<file path="src/rtl/lcd_ctrl_if.sv">
// Byte request channel from the LSU/IO store path into the character-LCD sequencer.
// The requester holds req_rs/req_data stable with req_vld until it sees req_rdy at a clock edge.
interface lcd_ctrl_if;
    logic       req_vld;
    logic       req_rdy;
    logic       req_rs;
    logic [7:0] req_data;

    modport master (output req_vld, output req_rs, output req_data, input req_rdy);
    modport slave  (input req_vld, input req_rs, input req_data, output req_rdy);
endinterface

</file>
<file path="src/rtl/lcd_ctrl.sv">
// HD44780 character-LCD sequencer: autonomous power-up/init, then one command or data byte
// per handshake with setup / enable / hold / execution-wait timing on the packed o_io_lcd word.
module lcd_ctrl #(
    parameter int PWRUP_CYC    = 750000,
    parameter int SETUP_CYC    = 2,
    parameter int EN_CYC       = 12,
    parameter int HOLD_CYC     = 2,
    parameter int CMD_WAIT_CYC = 2000,
    parameter int CLR_WAIT_CYC = 82000
) (
    input  logic        i_clk,
    input  logic        i_reset,
    lcd_ctrl_if.slave   req,
    input  logic        i_lcd_on,
    output logic        o_init_done,
    output logic        o_busy,
    output logic [31:0] o_io_lcd
);

    // A zero-length phase would collapse the state machine, so every duration is at least one cycle.
    localparam int PWRUP_N = (PWRUP_CYC    < 1) ? 1 : PWRUP_CYC;
    localparam int SETUP_N = (SETUP_CYC    < 1) ? 1 : SETUP_CYC;
    localparam int EN_N    = (EN_CYC       < 1) ? 1 : EN_CYC;
    localparam int HOLD_N  = (HOLD_CYC     < 1) ? 1 : HOLD_CYC;
    localparam int CMD_N   = (CMD_WAIT_CYC < 1) ? 1 : CMD_WAIT_CYC;
    localparam int CLR_N   = (CLR_WAIT_CYC < 1) ? 1 : CLR_WAIT_CYC;

    localparam int MAX_A = (PWRUP_N > SETUP_N) ? PWRUP_N : SETUP_N;
    localparam int MAX_B = (EN_N > HOLD_N) ? EN_N : HOLD_N;
    localparam int MAX_C = (CMD_N > CLR_N) ? CMD_N : CLR_N;
    localparam int MAX_D = (MAX_A > MAX_B) ? MAX_A : MAX_B;
    localparam int MAX_N = (MAX_D > MAX_C) ? MAX_D : MAX_C;
    localparam int CW    = $clog2(MAX_N + 1);

    typedef enum logic [2:0] {
        PWRUP,
        LOAD,
        SETUP,
        EN_HI,
        HOLD,
        WAIT,
        IDLE
    } state_t;

    function automatic logic [7:0] init_rom(input logic [1:0] i);
        case (i)
            2'd0:    return 8'h38;
            2'd1:    return 8'h0C;
            2'd2:    return 8'h01;
            default: return 8'h06;
        endcase
    endfunction

    state_t        state;
    state_t        state_n;
    logic [CW-1:0] cnt;
    logic [CW-1:0] dur_m1;
    logic          last;
    logic [2:0]    idx;
    logic          rs_q;
    logic [7:0]    data_q;
    logic          en_q;
    logic          rdy_q;
    logic          busy_q;
    logic          done_q;
    logic          en_n;
    logic          rdy_n;
    logic          busy_n;
    logic          done_n;
    logic          accept;
    logic          is_clr;

    assign accept = req.req_vld && rdy_q;
    // Clear display and return home need the long execution wait.
    assign is_clr = !rs_q && ((data_q == 8'h01) || (data_q == 8'h02));

    always_comb begin
        dur_m1 = '0;
        case (state)
            PWRUP:   dur_m1 = CW'(PWRUP_N - 1);
            SETUP:   dur_m1 = CW'(SETUP_N - 1);
            EN_HI:   dur_m1 = CW'(EN_N - 1);
            HOLD:    dur_m1 = CW'(HOLD_N - 1);
            WAIT:    dur_m1 = is_clr ? CW'(CLR_N - 1) : CW'(CMD_N - 1);
            default: dur_m1 = '0;
        endcase
    end

    assign last = (cnt == dur_m1);

    // Outputs are computed from the next state so the registered copies line up with the state they describe.
    always_comb begin
        state_n = state;
        case (state)
            PWRUP:   if (last) state_n = LOAD;
            LOAD:    state_n = SETUP;
            SETUP:   if (last) state_n = EN_HI;
            EN_HI:   if (last) state_n = HOLD;
            HOLD:    if (last) state_n = WAIT;
            WAIT:    if (last) state_n = (idx < 3'd4) ? LOAD : IDLE;
            IDLE:    if (accept) state_n = SETUP;
            default: state_n = PWRUP;
        endcase
        en_n   = (state_n == EN_HI);
        rdy_n  = (state_n == IDLE);
        busy_n = (state_n != IDLE);
        done_n = done_q || (state_n == IDLE);
    end

    always_ff @(posedge i_clk) begin
        if (i_reset) begin
            state <= PWRUP;
        end else begin
            state <= state_n;
        end
    end

    always_ff @(posedge i_clk) begin
        if (i_reset) begin
            cnt    <= '0;
            idx    <= 3'd0;
            rs_q   <= 1'b0;
            data_q <= 8'h00;
            en_q   <= 1'b0;
            rdy_q  <= 1'b0;
            busy_q <= 1'b1;
            done_q <= 1'b0;
        end else begin
            if ((state_n != state) || (state == IDLE)) begin
                cnt <= '0;
            end else begin
                cnt <= cnt + CW'(1);
            end
            if (state == LOAD) begin
                rs_q   <= 1'b0;
                data_q <= init_rom(idx[1:0]);
                idx    <= idx + 3'd1;
            end else if ((state == IDLE) && accept) begin
                rs_q   <= req.req_rs;
                data_q <= req.req_data;
            end
            en_q   <= en_n;
            rdy_q  <= rdy_n;
            busy_q <= busy_n;
            done_q <= done_n;
        end
    end

    assign req.req_rdy = rdy_q;
    assign o_init_done = done_q;
    assign o_busy      = busy_q;
    assign o_io_lcd    = {i_lcd_on, 20'b0, rs_q, 1'b0, en_q, data_q};

endmodule

</file>
<file path="src/flat_wrapper.sv">
// flat-port wrapper written by rule: the top's interface ports become plain ports
module lcd_ctrl_flat 
#(
    parameter int PWRUP_CYC    = 750000,
    parameter int SETUP_CYC    = 2,
    parameter int EN_CYC       = 12,
    parameter int HOLD_CYC     = 2,
    parameter int CMD_WAIT_CYC = 2000,
    parameter int CLR_WAIT_CYC = 82000
)
  (i_clk, i_reset, i_lcd_on, o_init_done, o_busy, o_io_lcd, req_req_vld, req_req_rs, req_req_data, req_req_rdy);
  lcd_ctrl_if req_i ();
  input  logic i_clk;
  input  logic i_reset;
  input  logic i_lcd_on;
  output logic o_init_done;
  output logic o_busy;
  output logic [31:0] o_io_lcd;
  input wire logic [$bits(req_i.req_vld)-1:0] req_req_vld;
  input wire logic [$bits(req_i.req_rs)-1:0] req_req_rs;
  input wire logic [$bits(req_i.req_data)-1:0] req_req_data;
  output wire logic [$bits(req_i.req_rdy)-1:0] req_req_rdy;
  assign req_i.req_vld = req_req_vld;
  assign req_i.req_rs = req_req_rs;
  assign req_i.req_data = req_req_data;
  assign req_req_rdy = req_i.req_rdy;
  lcd_ctrl #(.PWRUP_CYC(PWRUP_CYC), .SETUP_CYC(SETUP_CYC), .EN_CYC(EN_CYC), .HOLD_CYC(HOLD_CYC), .CMD_WAIT_CYC(CMD_WAIT_CYC), .CLR_WAIT_CYC(CLR_WAIT_CYC)) u_core (.i_clk(i_clk), .i_reset(i_reset), .req(req_i), .i_lcd_on(i_lcd_on), .o_init_done(o_init_done), .o_busy(o_busy), .o_io_lcd(o_io_lcd));
endmodule
</file>
<file path="config.mk">
export PLATFORM = sky130hd
export DESIGN_NAME = lcd_ctrl_flat
export DESIGN_NICKNAME = d
export VERILOG_FILES = /design/src/rtl/lcd_ctrl_if.sv /design/src/rtl/lcd_ctrl.sv /design/src/flat_wrapper.sv
export SDC_FILE = /design/constraint.sdc
export NUM_CORES = 1
export LEC_CHECK = 0
export ABC_AREA = 1
export ABC_CLOCK_PERIOD_IN_PS = 1850
export CAP_MARGIN = 20
export CELL_PAD_IN_SITES_DETAIL_PLACEMENT = 1
export CELL_PAD_IN_SITES_GLOBAL_PLACEMENT = 1
export CORE_MARGIN = 2
export CORE_UTILIZATION = 33
export CTS_CLUSTER_SIZE = 8
export DETAILED_ROUTE_END_ITERATION = 7
export MAX_ROUTING_LAYER = met4
export PLACE_DENSITY_LB_ADDON = 0.05
export SYNTH_ARGS = -nofsm -noshare
export SYNTH_HDL_FRONTEND = slang
export SYNTH_SLANG_ARGS = --single-unit
</file>
<file path="constraint.sdc">
create_clock -name i_clk -period 1.85 [get_ports i_clk]
set_input_delay 0.2775 -clock i_clk [delete_from_list [all_inputs] [get_ports i_clk]]
set_output_delay 0.2775 -clock i_clk [all_outputs]
set_load 0.005 [all_outputs]
</file>
* Yosys cells after proc, flatten, opt, wreduce, memory -nomap -nowiden *
Index checks and enable logic that the tools add are counted.

cells by class
  add/subtract/negate cells = 2
  $lt $le $gt $ge = 1
  eq/ne operators = 15
  multiplexer cells = 13
  reduce and logical (&&, ||, !) cells = 13

operator list
  kind                                           count
  case mux 20 bit (4 select lines)               1
  two-way mux 3 bit                              7
  case mux 3 bit (7 select lines)                1
  adder 20 x 1 -> 20 bit, second input constant  1
  == test 20 bit                                 1
  case mux 6 bit (3 select lines)                1
  two-way mux 17 bit                             1
  two-way mux 8 bit                              2
  == test 3 bit, second input constant           4
  == test 3 x 2 -> 1 bit, second input constant  3
  == test 8 x 1 -> 1 bit, second input constant  1
  == test 8 x 2 -> 1 bit, second input constant  1
  OR reduction 2 bit                             3
  adder 3 x 1 -> 3 bit, second input constant    1
  == test 3 x 1 -> 1 bit, second input constant  1
  logical AND 1 bit                              3
  zero test 3 bit                                1
  logical OR 1 bit                               3
  < comparator 3 bit, second input constant      1
  inequality test 3 bit                          1
  inequality test 3 bit, second input constant   1
  == test 2 x 1 -> 1 bit, second input constant  1
  == test 2 bit, second input constant           1
  zero test 2 bit                                1
  other kinds (2)                                2

word-level totals
  bits in registers = 39
  input port bits = 13
  output and inout bits = 35
  word-level logic and storage cells = 53

* Logic depth before layout (Yosys ltp) *
  depth after elaboration = 11
  mapped depth = 18
  mapped depth without buffers = 16

* Worst setup path after synthesis *
No wires, ideal clock.

  path type = flip-flop to flip-flop
  start = register u_core.cnt[0]
  end = register u_core.cnt[19]
  arrival time = 1.725 ns
  data required time = 1.738 ns
  path slack = 0.013 ns
  stages on the path, launching flop included = 13
  path buffers = 0
  path through = dfxtp_1 > inv_1 > nor3_2 > nand3_1 > nor2_2 > nand2_1 > nor2_2 > nand3_1 > nor2_1 > nand4_1 > xor2_1 > inv_1 > nor2_2

between the ends
  longest elaborated chain between the ends = 6
  elaborated cells on any way between the ends = 11
  classes of those cells = add/sub: 1; eq/ne: 2; mux: 6; reduce/logical: 2

ends and longest elaborated chain
  item                                  line             RTL
  start, declared                       lcd_ctrl.sv:56   logic [CW-1:0] cnt;
  start signal, assigned                lcd_ctrl.sv:132  cnt <= cnt + CW'(1);
  == test 20 bit                        lcd_ctrl.sv:89   assign last = (cnt == dur_m1);
  two-way mux 3 bit (on tied branches)  --
  case mux 3 bit (7 select lines)       lcd_ctrl.sv:94   case (state)
  inequality test 3 bit                 lcd_ctrl.sv:129  if ((state_n != state) || (state == IDLE)) begin
  logical OR 1 bit                      lcd_ctrl.sv:129
  OR reduction 2 bit (no source line)   --

Parallel ways exist; a longest one is shown, timed or not.
A chain may end at the register's enable or synchronous reset.

* Worst setup path in the final report *
  start = register u_core.state[0]
  end = register u_core.cnt[3]

between the ends
  longest elaborated chain between the ends = 9
  elaborated cells on any way between the ends = 20
  classes of those cells = eq/ne: 8; mux: 8; reduce/logical: 4

ends and longest elaborated chain
  item                                                     line                            RTL
  start, declared                                          lcd_ctrl.sv:54                  state_t state;
  start signal, assigned                                   lcd_ctrl.sv:114                 state <= state_n;
  == test 3 x 2 -> 1 bit or == test 3 bit (tied branches)  lcd_ctrl.sv:79, lcd_ctrl.sv:94
  OR reduction 2 bit (no source line)                      --
  case mux 20 bit (4 select lines)                         lcd_ctrl.sv:79                  case (state)
  == test 20 bit                                           lcd_ctrl.sv:89
  two-way mux 3 bit (on tied branches)                     --
  case mux 3 bit (7 select lines)                          lcd_ctrl.sv:94
  inequality test 3 bit                                    lcd_ctrl.sv:129
  logical OR 1 bit (*)                                     lcd_ctrl.sv:129
  OR reduction 2 bit (no source line) (*)                  --

Every way passes the cells marked *; elsewhere a longest branch is shown, timed or not.

==> qor.txt <==
Status -> complete, but fails checks
Failing checks -> negative setup slack
CP max stage cell -> dfxtp_4
Reg2reg path depth -> 15
Avg Inst Size Synth -> 7.21 sq um
Max-Cap Viols -> 0
Synthesis-stage register bit count -> 39
CTS Sinks -> 39
Worst r2r dst -> u_core.cnt[3]
Global-route wire length before repair -> 10.8 mm
Post-Route WL -> 6.29 mm
Synth Warn # -> 0
I/O Buffers -> 24
Seq/Total Area, Yosys -> 32.1%
Hold EP -> u_core.o_init_done
Minimum clock period -> 2.12 ns
Leak -> 0.00144 uW
Max Buffers Root-to-Sink -> 2
Area Overhead vs Synth -> 38.5%
I/O pins -> 48
Reg clk slew, reported paths -> 0.08 ns
Crit Reg-Reg Startpoint -> u_core.state[0]
Critical path's most frequent cell -> nand2_1
Tot Pwr -> 1550 uW
Final setup viols -> 25
Crit path buf inv count -> 3
Number of synthesized flops with an enable pin -> 0
GRT overflow -> 0
Layout Skew -> 0.00689 ns
Detail-routed via count per cell -> 4.32
Drc violations -> 0
Detail-routed net length per standard cell -> 12.1 microns
WP data arrival -> 2.31 ns
Pre-CTS setup slack -> -0.318 ns
Worst setup EP type -> register
Fmax -> 473 MHz
Metal2 WL -> 2.84 mm
DRT met1 WL -> 3.19 mm
Post-synth top flop -> dfxtp_1
Most common cell in the netlist -> nand2_1
Hold Crit Start -> u_core.o_init_done
PwrDens -> 461 nW/um^2
Post-synth ARST share -> 0%
Placer Congestion -> 0.775
Mapped Area -> 2430 sq um
Worst path required time -> 2.04 ns
CP delay by family, top -> simple AND/OR/NAND/NOR gates
Endpoints failing hold -> 0
Detailed-route via count -> 2,244
Design Area, Final -> 3360 sq um
Hold Crit Class -> register to register
Clk_lat worst skew -> 0.29 ns
Worst hold path depth -> 2
Placed insts -> 503
Largest fanout on the critical path -> 10
Largest net degree at the start of global routing -> 12
Clock root cell -> clkbuf_8
Std-Cell Rows -> 31
Number of global-route vias before repair -> 2,301
Initial DRC count -> 40
Critical-path cell list -> buf_4, nand3_4, nand3_1, nand2_1, nor2_1, nand3_1, nor2_4, nand2_1, nor2_2, o211ai_1, nand2_1, inv_1, nand3_4, buf_12, nor2_2
Synth cell count leaders -> nand2_1 (64), inv_1 (55), dfxtp_1 (39)
Initial Util -> 33.9%
Gr usage total -> 16.8%
Post-DP HPWL -> 4.90 mm
Share of cells above drive strength 1 -> 33.1%
Critical Path Start Type -> register
Synth area leader -> dfxtp_1
Worst hold margin -> 0.463 ns
Die area -> 8070 sq um
Placed Area -> 3070 sq um
Nets -> 438
Routed wl met3 -> 193 microns
Initial antenna violation count -> 0
N_diodes -> 0
Max rail drop VDD -> 313 uV
Synth Instances -> 337
Die width -> 89.8 microns
R2r setup slk -> -0.27 ns
Critical path type -> register to register
Final std cells w/o fill -> 519
Slowest Stage Delay on Critical Path -> 0.43 ns
H-tree depth -> 2
CTS tree -> built
ANT nets after route -> 0
Die span in y -> 89.8 microns
Number of fill cells in the layout -> 914
RSZ-0062 raised after global routing -> yes
Synth top area cells -> dfxtp_1 (32%), nand2_1 (9.9%), inv_1 (8.5%), buf_4 (7.4%), nor2_2 (6.4%)
Period utilisation layout -> 114%
Hold buffer count at CTS -> 0
Core area -> 7180 sq um
Top layer in use -> met4
Max Slew Vio Count -> 0
Share of the synthesized area in the top cell type -> 32.1%
Drt first pass iters -> 4
Post-synth cell types -> 31
CTS Buf Count -> 5
Setup slack after layout -> -0.266 ns
-- routing by layer --
layer | track usage, % | vias to the layer above
met5 | - | -
met3 | 3.02 | 5
met4 | 4.23 | 0
li1 | - | 1160
met1 | 23.3 | 1051
met2 | 25.5 | 28
-- per-stage QoR --
step                      TNS (ns)  utilization [%]
after floorplan                  0                -
after global placement       -5.14             42.8
after detailed placement     -7.11             42.8
after CTS                    -5.80             45.1
after global routing        -10.22             46.9
final                        -5.92             46.9
-- final cells by class --
class | instances | area, sq um | share of cell area (%)
repair buffers | 85 | 738 | 21.9
multi-input cells | 229 | 1400 | 41.7
inverters | 59 | 229 | 6.81
clock inverters | 1 | 5.00 | 0.149
clock buffers | 7 | 76.3 | 2.27
well taps | 99 | 124 | 3.68
flip-flops and latches | 39 | 790 | 23.5
-- repair_timing --
action,in CTS,in global routing
cloned,1,0
pin swaps,3,10
hold endpoints to repair,0,0
gates resized for setup,18,28
buffers inserted,5,4
endpoints found under the setup margin,30,31
-- how the worst max path moves through the flow --
| stage | startpoint | end | slack (ns) | cells past startpoint |
|---|---|---|---|---|
| after floorplan | u_core.cnt[0] | u_core.cnt[19] | 0.01 | 12 |
| after global placement | u_core.state[0] | u_core.cnt[7] | -0.23 | 18 |
| after detailed placement | u_core.state[0] | u_core.cnt[3] | -0.32 | 18 |
| after CTS | u_core.state[0] | u_core.cnt[3] | -0.26 | 16 |
| after global routing | u_core.state[2] | u_core.cnt[3] | -0.42 | 16 |
| final | u_core.state[0] | u_core.cnt[3] | -0.27 | 15 |
-- layout by cell type, fill, tap and decap left out, types with 13 or more instances in the layout --
| master | synthesis | final |
|---|---|---|
| buf_4 | 24 | 57 |
| nand2_1 | 64 | 53 |
| inv_1 | 55 | 52 |
| dfxtp_1 | 39 | 36 |
| nor2_2 | 25 | 24 |
| clkdlybuf4s50_1 | 0 | 24 |
| conb_1 | 1 | 21 |
| nor2_1 | 20 | 16 |
| nand3_1 | 18 | 14 |
| nand2_2 | 3 | 14 |
| xor2_1 | 13 | 13 |
-- worst register-to-register path, delay by kind of cell, from the launching register on --
family          cells  cell delay, ns
compound gates      1            0.12
buf+inv             3            0.36
flops               1            0.43
simple gates       11            1.11
-- where the power goes --
| part | internal, uW | switching [uW] | total, uW | leakage (uW) |
|---|---|---|---|---|
| logic | 59.1 | 60.6 | 120 | 0.00108 |
| registers | 841 | 3.52 | 845 | 0.000317 |
| clock network | 266 | 320 | 586 | 0.0000422 |
-- registers in the layout (all words and copies together), names as in the netlist --
register	flops
u_core.cnt	20
u_core.data_q	8
u_core.en_q	1
u_core.idx	3
u_core.o_busy	1
u_core.o_init_done	1
u_core.req.req_rdy	1
u_core.rs_q	1
u_core.state	3
-- kinds of logic after synthesis --
| kind of cell | synth area share (%) |
|---|---|
| adders and majority gates | 3.09 |
| DFF | 32.1 |
| buffers and inverters | 18.9 |
| and+or+nand+nor | 31.5 |
| AOI/OAI and AO/OA | 8.08 |
| xor gates and xnor gates | 6.13 |
| other | 0.154 |
(Power assumes the default switching activity.)
